## src/rtl/physics_pkg.sv

```systemverilog
// Shared types and helpers for the soft-body point updater.
// Holds the FSM state type, obstacle index width and sat_resize.
package physics_pkg;

  localparam int NUM_OBSTACLES = 5;
  localparam int OBS_W = $clog2(NUM_OBSTACLES);

  typedef enum logic [2:0] {
    IDLE,
    VEL,
    REQ,
    WAIT,
    POS,
    DONE
  } state_e;

  // Fit a wide signed sum into w bits. With UPDATE_POINT_SAT_EN
  // the value clamps to the signed range, otherwise it wraps.
  // The result is sign-extended back to 32 bits.
  function automatic logic signed [31:0] sat_resize(
    input logic signed [31:0] v,
    input int                 w
  );
`ifdef UPDATE_POINT_SAT_EN
    logic signed [31:0] mx;
    logic signed [31:0] mn;
    mx = (32'sd1 <<< (w - 1)) - 32'sd1;
    mn = -mx - 32'sd1;
    if (v > mx) return mx;
    if (v < mn) return mn;
    return v;
`else
    logic [31:0] m;
    logic [31:0] r;
    m = (32'd1 << w) - 32'd1;
    r = v & m;
    if (r[w-1]) r = r | ~m;
    return signed'(r);
`endif
  endfunction

endpackage

```

## src/rtl/point_integrate.sv

```systemverilog
// Combinational per-point arithmetic: force->velocity, contact damping
// and free position integration. Ports: *_i operands, *_o results.
module point_integrate
  import physics_pkg::*;
#(
  parameter int POSITION_SIZE = 16,
  parameter int VELOCITY_SIZE = 16,
  parameter int FORCE_SIZE    = 16,
  parameter int DT_SHIFT      = 0,
  parameter int MASS_SHIFT    = 2,
  parameter int DAMP_SHIFT    = 2
) (
  input  logic [VELOCITY_SIZE-1:0] vel_x_i,
  input  logic [VELOCITY_SIZE-1:0] vel_y_i,
  input  logic [FORCE_SIZE-1:0]    force_x_i,
  input  logic [FORCE_SIZE-1:0]    force_y_i,
  input  logic [VELOCITY_SIZE-1:0] cur_vx_i,
  input  logic [VELOCITY_SIZE-1:0] cur_vy_i,
  input  logic [POSITION_SIZE-1:0] cur_px_i,
  input  logic [POSITION_SIZE-1:0] cur_py_i,
  output logic [VELOCITY_SIZE-1:0] vf_x_o,
  output logic [VELOCITY_SIZE-1:0] vf_y_o,
  output logic [VELOCITY_SIZE-1:0] vd_x_o,
  output logic [VELOCITY_SIZE-1:0] vd_y_o,
  output logic [POSITION_SIZE-1:0] pn_x_o,
  output logic [POSITION_SIZE-1:0] pn_y_o
);

  logic signed [31:0] vx, vy, fx, fy;
  logic signed [31:0] cvx, cvy, cpx, cpy;

  assign vx  = 32'(signed'(vel_x_i));
  assign vy  = 32'(signed'(vel_y_i));
  assign fx  = 32'(signed'(force_x_i));
  assign fy  = 32'(signed'(force_y_i));
  assign cvx = 32'(signed'(cur_vx_i));
  assign cvy = 32'(signed'(cur_vy_i));
  assign cpx = 32'(signed'(cur_px_i));
  assign cpy = 32'(signed'(cur_py_i));

  assign vf_x_o = VELOCITY_SIZE'(
    sat_resize(vx + (fx >>> MASS_SHIFT), VELOCITY_SIZE));
  assign vf_y_o = VELOCITY_SIZE'(
    sat_resize(vy + (fy >>> MASS_SHIFT), VELOCITY_SIZE));

  assign vd_x_o = VELOCITY_SIZE'(
    sat_resize(cvx - (cvx >>> DAMP_SHIFT), VELOCITY_SIZE));
  assign vd_y_o = VELOCITY_SIZE'(
    sat_resize(cvy - (cvy >>> DAMP_SHIFT), VELOCITY_SIZE));

  assign pn_x_o = POSITION_SIZE'(
    sat_resize(cpx + (cvx >>> DT_SHIFT), POSITION_SIZE));
  assign pn_y_o = POSITION_SIZE'(
    sat_resize(cpy + (cvy >>> DT_SHIFT), POSITION_SIZE));

endmodule

```

## src/rtl/multi_point_updater.sv

```systemverilog
// Updates all mass points per step via a shared collision checker.
// Ports: begin/latched inputs, col_* handshake, new_* results, flags.
// Option: UPDATE_POINT_SAT_EN selects saturating resize.
module multi_point_updater
  import physics_pkg::*;
#(
  parameter int NUM_POINTS    = 8,
  parameter int POSITION_SIZE = 16,
  parameter int VELOCITY_SIZE = 16,
  parameter int FORCE_SIZE    = 16,
  parameter int DT_SHIFT      = 0,
  parameter int MASS_SHIFT    = 2,
  parameter int DAMP_SHIFT    = 2,
  parameter int MAX_ITERS     = 4
) (
  input  logic clk_in,
  input  logic rst_in,
  input  logic begin_in,
  input  logic [OBS_W:0] num_obstacles_in,
  input  logic [NUM_POINTS-1:0][POSITION_SIZE-1:0] pos_x_in,
  input  logic [NUM_POINTS-1:0][POSITION_SIZE-1:0] pos_y_in,
  input  logic [NUM_POINTS-1:0][VELOCITY_SIZE-1:0] vel_x_in,
  input  logic [NUM_POINTS-1:0][VELOCITY_SIZE-1:0] vel_y_in,
  input  logic [NUM_POINTS-1:0][FORCE_SIZE-1:0]    force_x_in,
  input  logic [NUM_POINTS-1:0][FORCE_SIZE-1:0]    force_y_in,
  output logic col_req_out,
  output logic [OBS_W-1:0] col_obstacle_out,
  output logic [POSITION_SIZE-1:0] col_pos_x_out,
  output logic [POSITION_SIZE-1:0] col_pos_y_out,
  output logic [VELOCITY_SIZE-1:0] col_vel_x_out,
  output logic [VELOCITY_SIZE-1:0] col_vel_y_out,
  input  logic col_done_in,
  input  logic col_hit_in,
  input  logic [POSITION_SIZE-1:0] col_x_in,
  input  logic [POSITION_SIZE-1:0] col_y_in,
  output logic [NUM_POINTS-1:0][POSITION_SIZE-1:0] new_pos_x,
  output logic [NUM_POINTS-1:0][POSITION_SIZE-1:0] new_pos_y,
  output logic [NUM_POINTS-1:0][VELOCITY_SIZE-1:0] new_vel_x,
  output logic [NUM_POINTS-1:0][VELOCITY_SIZE-1:0] new_vel_y,
  output logic [NUM_POINTS-1:0] hit_flags_out,
  output logic iter_limit_out,
  output logic busy_out,
  output logic result_out
);

  localparam int PW = (NUM_POINTS > 1) ? $clog2(NUM_POINTS) : 1;
  localparam int IW = $clog2(MAX_ITERS + 1);
  localparam logic [PW-1:0] P_LAST = PW'(NUM_POINTS - 1);
  localparam logic [IW-1:0] I_LAST = IW'(MAX_ITERS - 1);

  state_e state_q;

  logic [PW-1:0]    p_q;
  logic [OBS_W-1:0] k_q;
  logic [OBS_W:0]   nobs_q;
  logic [IW-1:0]    iter_q;
  logic             any_hit_q;

  logic [NUM_POINTS-1:0][POSITION_SIZE-1:0] lpx_q, lpy_q;
  logic [NUM_POINTS-1:0][VELOCITY_SIZE-1:0] lvx_q, lvy_q;
  logic [NUM_POINTS-1:0][FORCE_SIZE-1:0]    lfx_q, lfy_q;

  // Working copy of the point being processed.
  logic [POSITION_SIZE-1:0] cpx_q, cpy_q;
  logic [VELOCITY_SIZE-1:0] cvx_q, cvy_q;

  logic                     col_req_q;
  logic [OBS_W-1:0]         col_obs_q;
  logic [POSITION_SIZE-1:0] col_px_q, col_py_q;
  logic [VELOCITY_SIZE-1:0] col_vx_q, col_vy_q;

  logic [NUM_POINTS-1:0][POSITION_SIZE-1:0] npx_q, npy_q;
  logic [NUM_POINTS-1:0][VELOCITY_SIZE-1:0] nvx_q, nvy_q;
  logic [NUM_POINTS-1:0] hit_q;
  logic iter_lim_q, busy_q, result_q;

  logic [VELOCITY_SIZE-1:0] vf_x, vf_y, vd_x, vd_y;
  logic [POSITION_SIZE-1:0] pn_x, pn_y;

  point_integrate #(
    .POSITION_SIZE(POSITION_SIZE),
    .VELOCITY_SIZE(VELOCITY_SIZE),
    .FORCE_SIZE   (FORCE_SIZE),
    .DT_SHIFT     (DT_SHIFT),
    .MASS_SHIFT   (MASS_SHIFT),
    .DAMP_SHIFT   (DAMP_SHIFT)
  ) u_integ (
    .vel_x_i  (lvx_q[p_q]),
    .vel_y_i  (lvy_q[p_q]),
    .force_x_i(lfx_q[p_q]),
    .force_y_i(lfy_q[p_q]),
    .cur_vx_i (cvx_q),
    .cur_vy_i (cvy_q),
    .cur_px_i (cpx_q),
    .cur_py_i (cpy_q),
    .vf_x_o   (vf_x),
    .vf_y_o   (vf_y),
    .vd_x_o   (vd_x),
    .vd_y_o   (vd_y),
    .pn_x_o   (pn_x),
    .pn_y_o   (pn_y)
  );

  always_ff @(posedge clk_in or negedge rst_in) begin
    if (!rst_in) begin
      state_q    <= IDLE;
      p_q        <= '0;
      k_q        <= '0;
      nobs_q     <= '0;
      iter_q     <= '0;
      any_hit_q  <= 1'b0;
      lpx_q      <= '0;
      lpy_q      <= '0;
      lvx_q      <= '0;
      lvy_q      <= '0;
      lfx_q      <= '0;
      lfy_q      <= '0;
      cpx_q      <= '0;
      cpy_q      <= '0;
      cvx_q      <= '0;
      cvy_q      <= '0;
      col_req_q  <= 1'b0;
      col_obs_q  <= '0;
      col_px_q   <= '0;
      col_py_q   <= '0;
      col_vx_q   <= '0;
      col_vy_q   <= '0;
      npx_q      <= '0;
      npy_q      <= '0;
      nvx_q      <= '0;
      nvy_q      <= '0;
      hit_q      <= '0;
      iter_lim_q <= 1'b0;
      busy_q     <= 1'b0;
      result_q   <= 1'b0;
    end else begin
      result_q  <= 1'b0;
      col_req_q <= 1'b0;
      unique case (state_q)
        IDLE: begin
          if (begin_in) begin
            lpx_q      <= pos_x_in;
            lpy_q      <= pos_y_in;
            lvx_q      <= vel_x_in;
            lvy_q      <= vel_y_in;
            lfx_q      <= force_x_in;
            lfy_q      <= force_y_in;
            nobs_q     <= num_obstacles_in;
            p_q        <= '0;
            busy_q     <= 1'b1;
            iter_lim_q <= 1'b0;
            state_q    <= VEL;
          end
        end
        VEL: begin
          cvx_q     <= vf_x;
          cvy_q     <= vf_y;
          cpx_q     <= lpx_q[p_q];
          cpy_q     <= lpy_q[p_q];
          iter_q    <= '0;
          k_q       <= '0;
          any_hit_q <= 1'b0;
          state_q   <= (nobs_q != '0) ? REQ : POS;
        end
        REQ: begin
          col_req_q <= 1'b1;
          col_obs_q <= k_q;
          col_px_q  <= cpx_q;
          col_py_q  <= cpy_q;
          col_vx_q  <= cvx_q;
          col_vy_q  <= cvy_q;
          state_q   <= WAIT;
        end
        WAIT: begin
          if (col_done_in) begin
            if (col_hit_in) begin
              cpx_q     <= col_x_in;
              cpy_q     <= col_y_in;
              any_hit_q <= 1'b1;
              if (iter_q == I_LAST) begin
                iter_lim_q <= 1'b1;
                state_q    <= POS;
              end else begin
                // A correction may push the point into an
                // earlier obstacle, so rescan from the start.
                iter_q  <= iter_q + 1'b1;
                k_q     <= '0;
                state_q <= REQ;
              end
            end else if ({1'b0, k_q} == nobs_q - 1'b1) begin
              state_q <= POS;
            end else begin
              k_q     <= k_q + 1'b1;
              state_q <= REQ;
            end
          end
        end
        POS: begin
          if (any_hit_q) begin
            npx_q[p_q] <= cpx_q;
            npy_q[p_q] <= cpy_q;
            nvx_q[p_q] <= vd_x;
            nvy_q[p_q] <= vd_y;
          end else begin
            npx_q[p_q] <= pn_x;
            npy_q[p_q] <= pn_y;
            nvx_q[p_q] <= cvx_q;
            nvy_q[p_q] <= cvy_q;
          end
          hit_q[p_q] <= any_hit_q;
          if (p_q == P_LAST) begin
            state_q <= DONE;
          end else begin
            p_q     <= p_q + 1'b1;
            state_q <= VEL;
          end
        end
        DONE: begin
          result_q <= 1'b1;
          busy_q   <= 1'b0;
          state_q  <= IDLE;
        end
        default: state_q <= IDLE;
      endcase
    end
  end

  assign col_req_out      = col_req_q;
  assign col_obstacle_out = col_obs_q;
  assign col_pos_x_out    = col_px_q;
  assign col_pos_y_out    = col_py_q;
  assign col_vel_x_out    = col_vx_q;
  assign col_vel_y_out    = col_vy_q;
  assign new_pos_x        = npx_q;
  assign new_pos_y        = npy_q;
  assign new_vel_x        = nvx_q;
  assign new_vel_y        = nvy_q;
  assign hit_flags_out    = hit_q;
  assign iter_limit_out   = iter_lim_q;
  assign busy_out         = busy_q;
  assign result_out       = result_q;

endmodule

```

## config.mk

```make
export PLATFORM = sky130hd
export DESIGN_NAME = multi_point_updater
export DESIGN_NICKNAME = d
export VERILOG_FILES = /design/src/rtl/physics_pkg.sv /design/src/rtl/point_integrate.sv /design/src/rtl/multi_point_updater.sv
export SDC_FILE = /design/constraint.sdc
export NUM_CORES = 2
export LEC_CHECK = 0
export ABC_CLOCK_PERIOD_IN_PS = 3600
export BUFFER_PORTS_ARGS = -buffer_cell sky130_fd_sc_hd__buf_2
export CAP_MARGIN = 0
export CORE_AREA = 10 10 539 541
export DETAILED_ROUTE_END_ITERATION = 7
export DIE_AREA = 0 0 549 551
export MAX_ROUTING_LAYER = met4
export SLEW_MARGIN = 10
export SYNTH_ARGS = -nofsm -noshare
export SYNTH_HDL_FRONTEND = slang
export SYNTH_HIERARCHICAL = 1
export SYNTH_SLANG_ARGS = --single-unit
```

## constraint.sdc

```tcl
create_clock -name clk_in -period 3.6 [get_ports clk_in]
set_input_delay 0.54 -clock clk_in [delete_from_list [all_inputs] [get_ports clk_in]]
set_output_delay 0.54 -clock clk_in [all_outputs]
set_load 0.01 [all_outputs]
```

==> metrics.yaml <==
nets: 8339
drc_errors: 6
nFillCells: 27730
drt-wirelength-per-cell_um: 28.00
avgViaCountPerCell: 4.668
wl_met1_mm: 125.7
setup_slack_ps: 53.21
ir_drop_mv: 0.8388
first_iter_violations: 4035
cts_tree: "built"
grt.overflow.total: 0
slew_violations: 0
power.leakage_nw: 41.84
hp-class: "input port to register"
maxCapViolCount: 0
port_buffers: 1367
grt_pass1_vias: 55770
gp_congestion: 0.9096
fp.dieH_um: 551
endpoint_kind: "register"
hold_ws_ps: 44.53
cts_inserted_buffers: 166
htree_num_levels: 4
ys.warnings.count: 6
highest_layer: "met4"
worstPathRequired_ps: 4350
setup.worst_path.class: "register to register"
detailroute.via_count: 52910
finalClockSkew_ps: 55.05
violations: "DRC"
total_power_mw: 81.55
final.setup.tns_ps: 0
drive_gt1_share_pct: 39.85
period_share_pct: 98.52
io_pins: 1400
firstDrtPassIters: 8
cts.sinks: 1408
antenna_found_initial: 70
wl_met3_mm: 20.83
grt_usage_pct: 20.60
crit_fanout: 7
power_density_nw_per_um2: 905.5
netlist_area_sq_um: 61910
cp-start-kind: "register"
clk_path_buf_depth: 4
setup_viol: 0
crit_arrival_ps: 4290
grt_setup_unrepaired: "true"
grt_pass1_wl_mm: 435.7
status: "complete, but fails checks"
min_period_ps: 3547
synthCells: 5081
clkLatencyLatePin_ps: 860
die_w_um: 549
start_util_pct: 22.20
totalWireLength_mm: 317.3
grt_max_degree: 125
core-area_sq_um: 278900
rows: 194
syn-num-nets: 5993
dp.cells: 10200
drtAntennaViolNets: 0
r2r_cells: 17
maxSlewHeadroom_pct: 39.48
place_ws_ps: -564.3
worstHoldPathCells: 2
clk_pin_slew_ps: 60
routed-wl-met2_mm: 154.4
area_growth_pct: 45.48
cts_root_buffer: "clkbuf_16"
clock.fmax_ghz: 0.2819
finalHoldViolations: 0
tightest_slew_ps: 888.8
die_area_sq_um: 302500
dp.final_hpwl_mm: 244.0
syn_avg_cell_area_sq_um: 12.18
fin_cells: 11330
placed cells by master (no fill, tap or decap), types with 37 or more instances in the layout:
cell type      instances
a21o_1                37
a21oi_1              522
a221oi_1              87
buf_12                71
buf_2               1366
buf_4                309
clkbuf_16            169
dfrtp_1             1404
diode_2               55
dlygate4sd3_1        749
ha_1                  84
inv_1                 59
mux2_1               153
mux2_2               718
mux2i_2               42
mux4_2                58
nand2_1              282
nor2_1               541
o21ai_0              170
xnor2_1               51
path summary, 6_finish.rpt:
kind | start | end | slack [ps]
setup / recovery | p_q[2]$_DFFE_PN0P_ | cvx_q[14]$_DFFE_PN0P_ | 50
hold / removal | pos_y_in[5] | lpy_q[5]$_DFFE_PN0P_ | 40
setup reg to reg | p_q[2]$_DFFE_PN0P_ | cvx_q[14]$_DFFE_PN0P_ | 50
hold reg to reg | new_vel_x[119]$_DFFE_PN0P_ | new_vel_x[119]$_DFFE_PN0P_ | 470
max in group asynchronous | rst_in | lpy_q[34]$_DFFE_PN0P_ | 2110
min in group asynchronous | rst_in | lvx_q[115]$_DFFE_PN0P_ | 210
worst max-delay path: stages, from the launching register on:
cell	delay, ps
dfrtp_4	490
buf_12	160
buf_8	130
buf_12	140
buf_12	140
buf_6	120
mux2_4	300
a221oi_4	340
o22ai_4	150
ha_2	200
a21o_1	160
a21o_1	150
a21o_1	190
or3_4	390
mux2i_4	180
a2111oi_4	60
nand2_1	90
nand2_1	50
cell type report:
type | instances | area, sq um | area share [%]
sequential | 1408 | 35250 | 39.14
multi-input combinational | 3272 | 25730 | 28.57
timing repair buffer | 2518 | 18440 | 20.47
clock buffer | 222 | 4686 | 5.203
tap | 3724 | 4659 | 5.174
clock inverter | 74 | 920.9 | 1.023
inverter | 61 | 235.2 | 0.2612
antenna | 55 | 137.6 | 0.1528
per-layer routing:
metal | global-route usage [%] | vias up
li1 | - | 23000
met1 | 24.31 | 26840
met2 | 34.33 | 2427
met3 | 3.978 | 646
met4 | 8.815 | 0
met5 | - | -
stage by stage:
stage               cell area (sq um)  util [%]
CTS                             89170     31.97
global route                    90010     32.27
global placement                75720     27.15
floorplan                       61910         -
detailed placement              75720     27.15
finish                          90060     32.29
power by group:
part | leakage [nW] | switching, mW | total, mW | internal (mW)
clock network | 2.74 | 7.18 | 17.4 | 10.2
registers | 17.8 | 5.54 | 26.9 | 21.4
logic | 21.2 | 21.5 | 37.2 | 15.7
total | 41.8 | 34.2 | 81.6 | 47.3
state kept, by name, indices dropped and copies added, names as in the netlist, 112 cells and up:
register	count
lfx_q	112
new_vel_y	128
new_vel_x	128
lpy_q	128
lvy_q	128
lpx_q	128
new_pos_x	128
new_pos_y	128
lfy_q	112
lvx_q	128
timing repair:
item	in CTS	in global routing
hold endpoints to repair	809	0
gates resized for setup	57	121
gates cloned	2	2
hold buffers	749	0
pin swaps	19	45
setup buffers	12	21
endpoints found under the setup margin	16	13
Note: power is estimated with default switching activity, not from simulation.
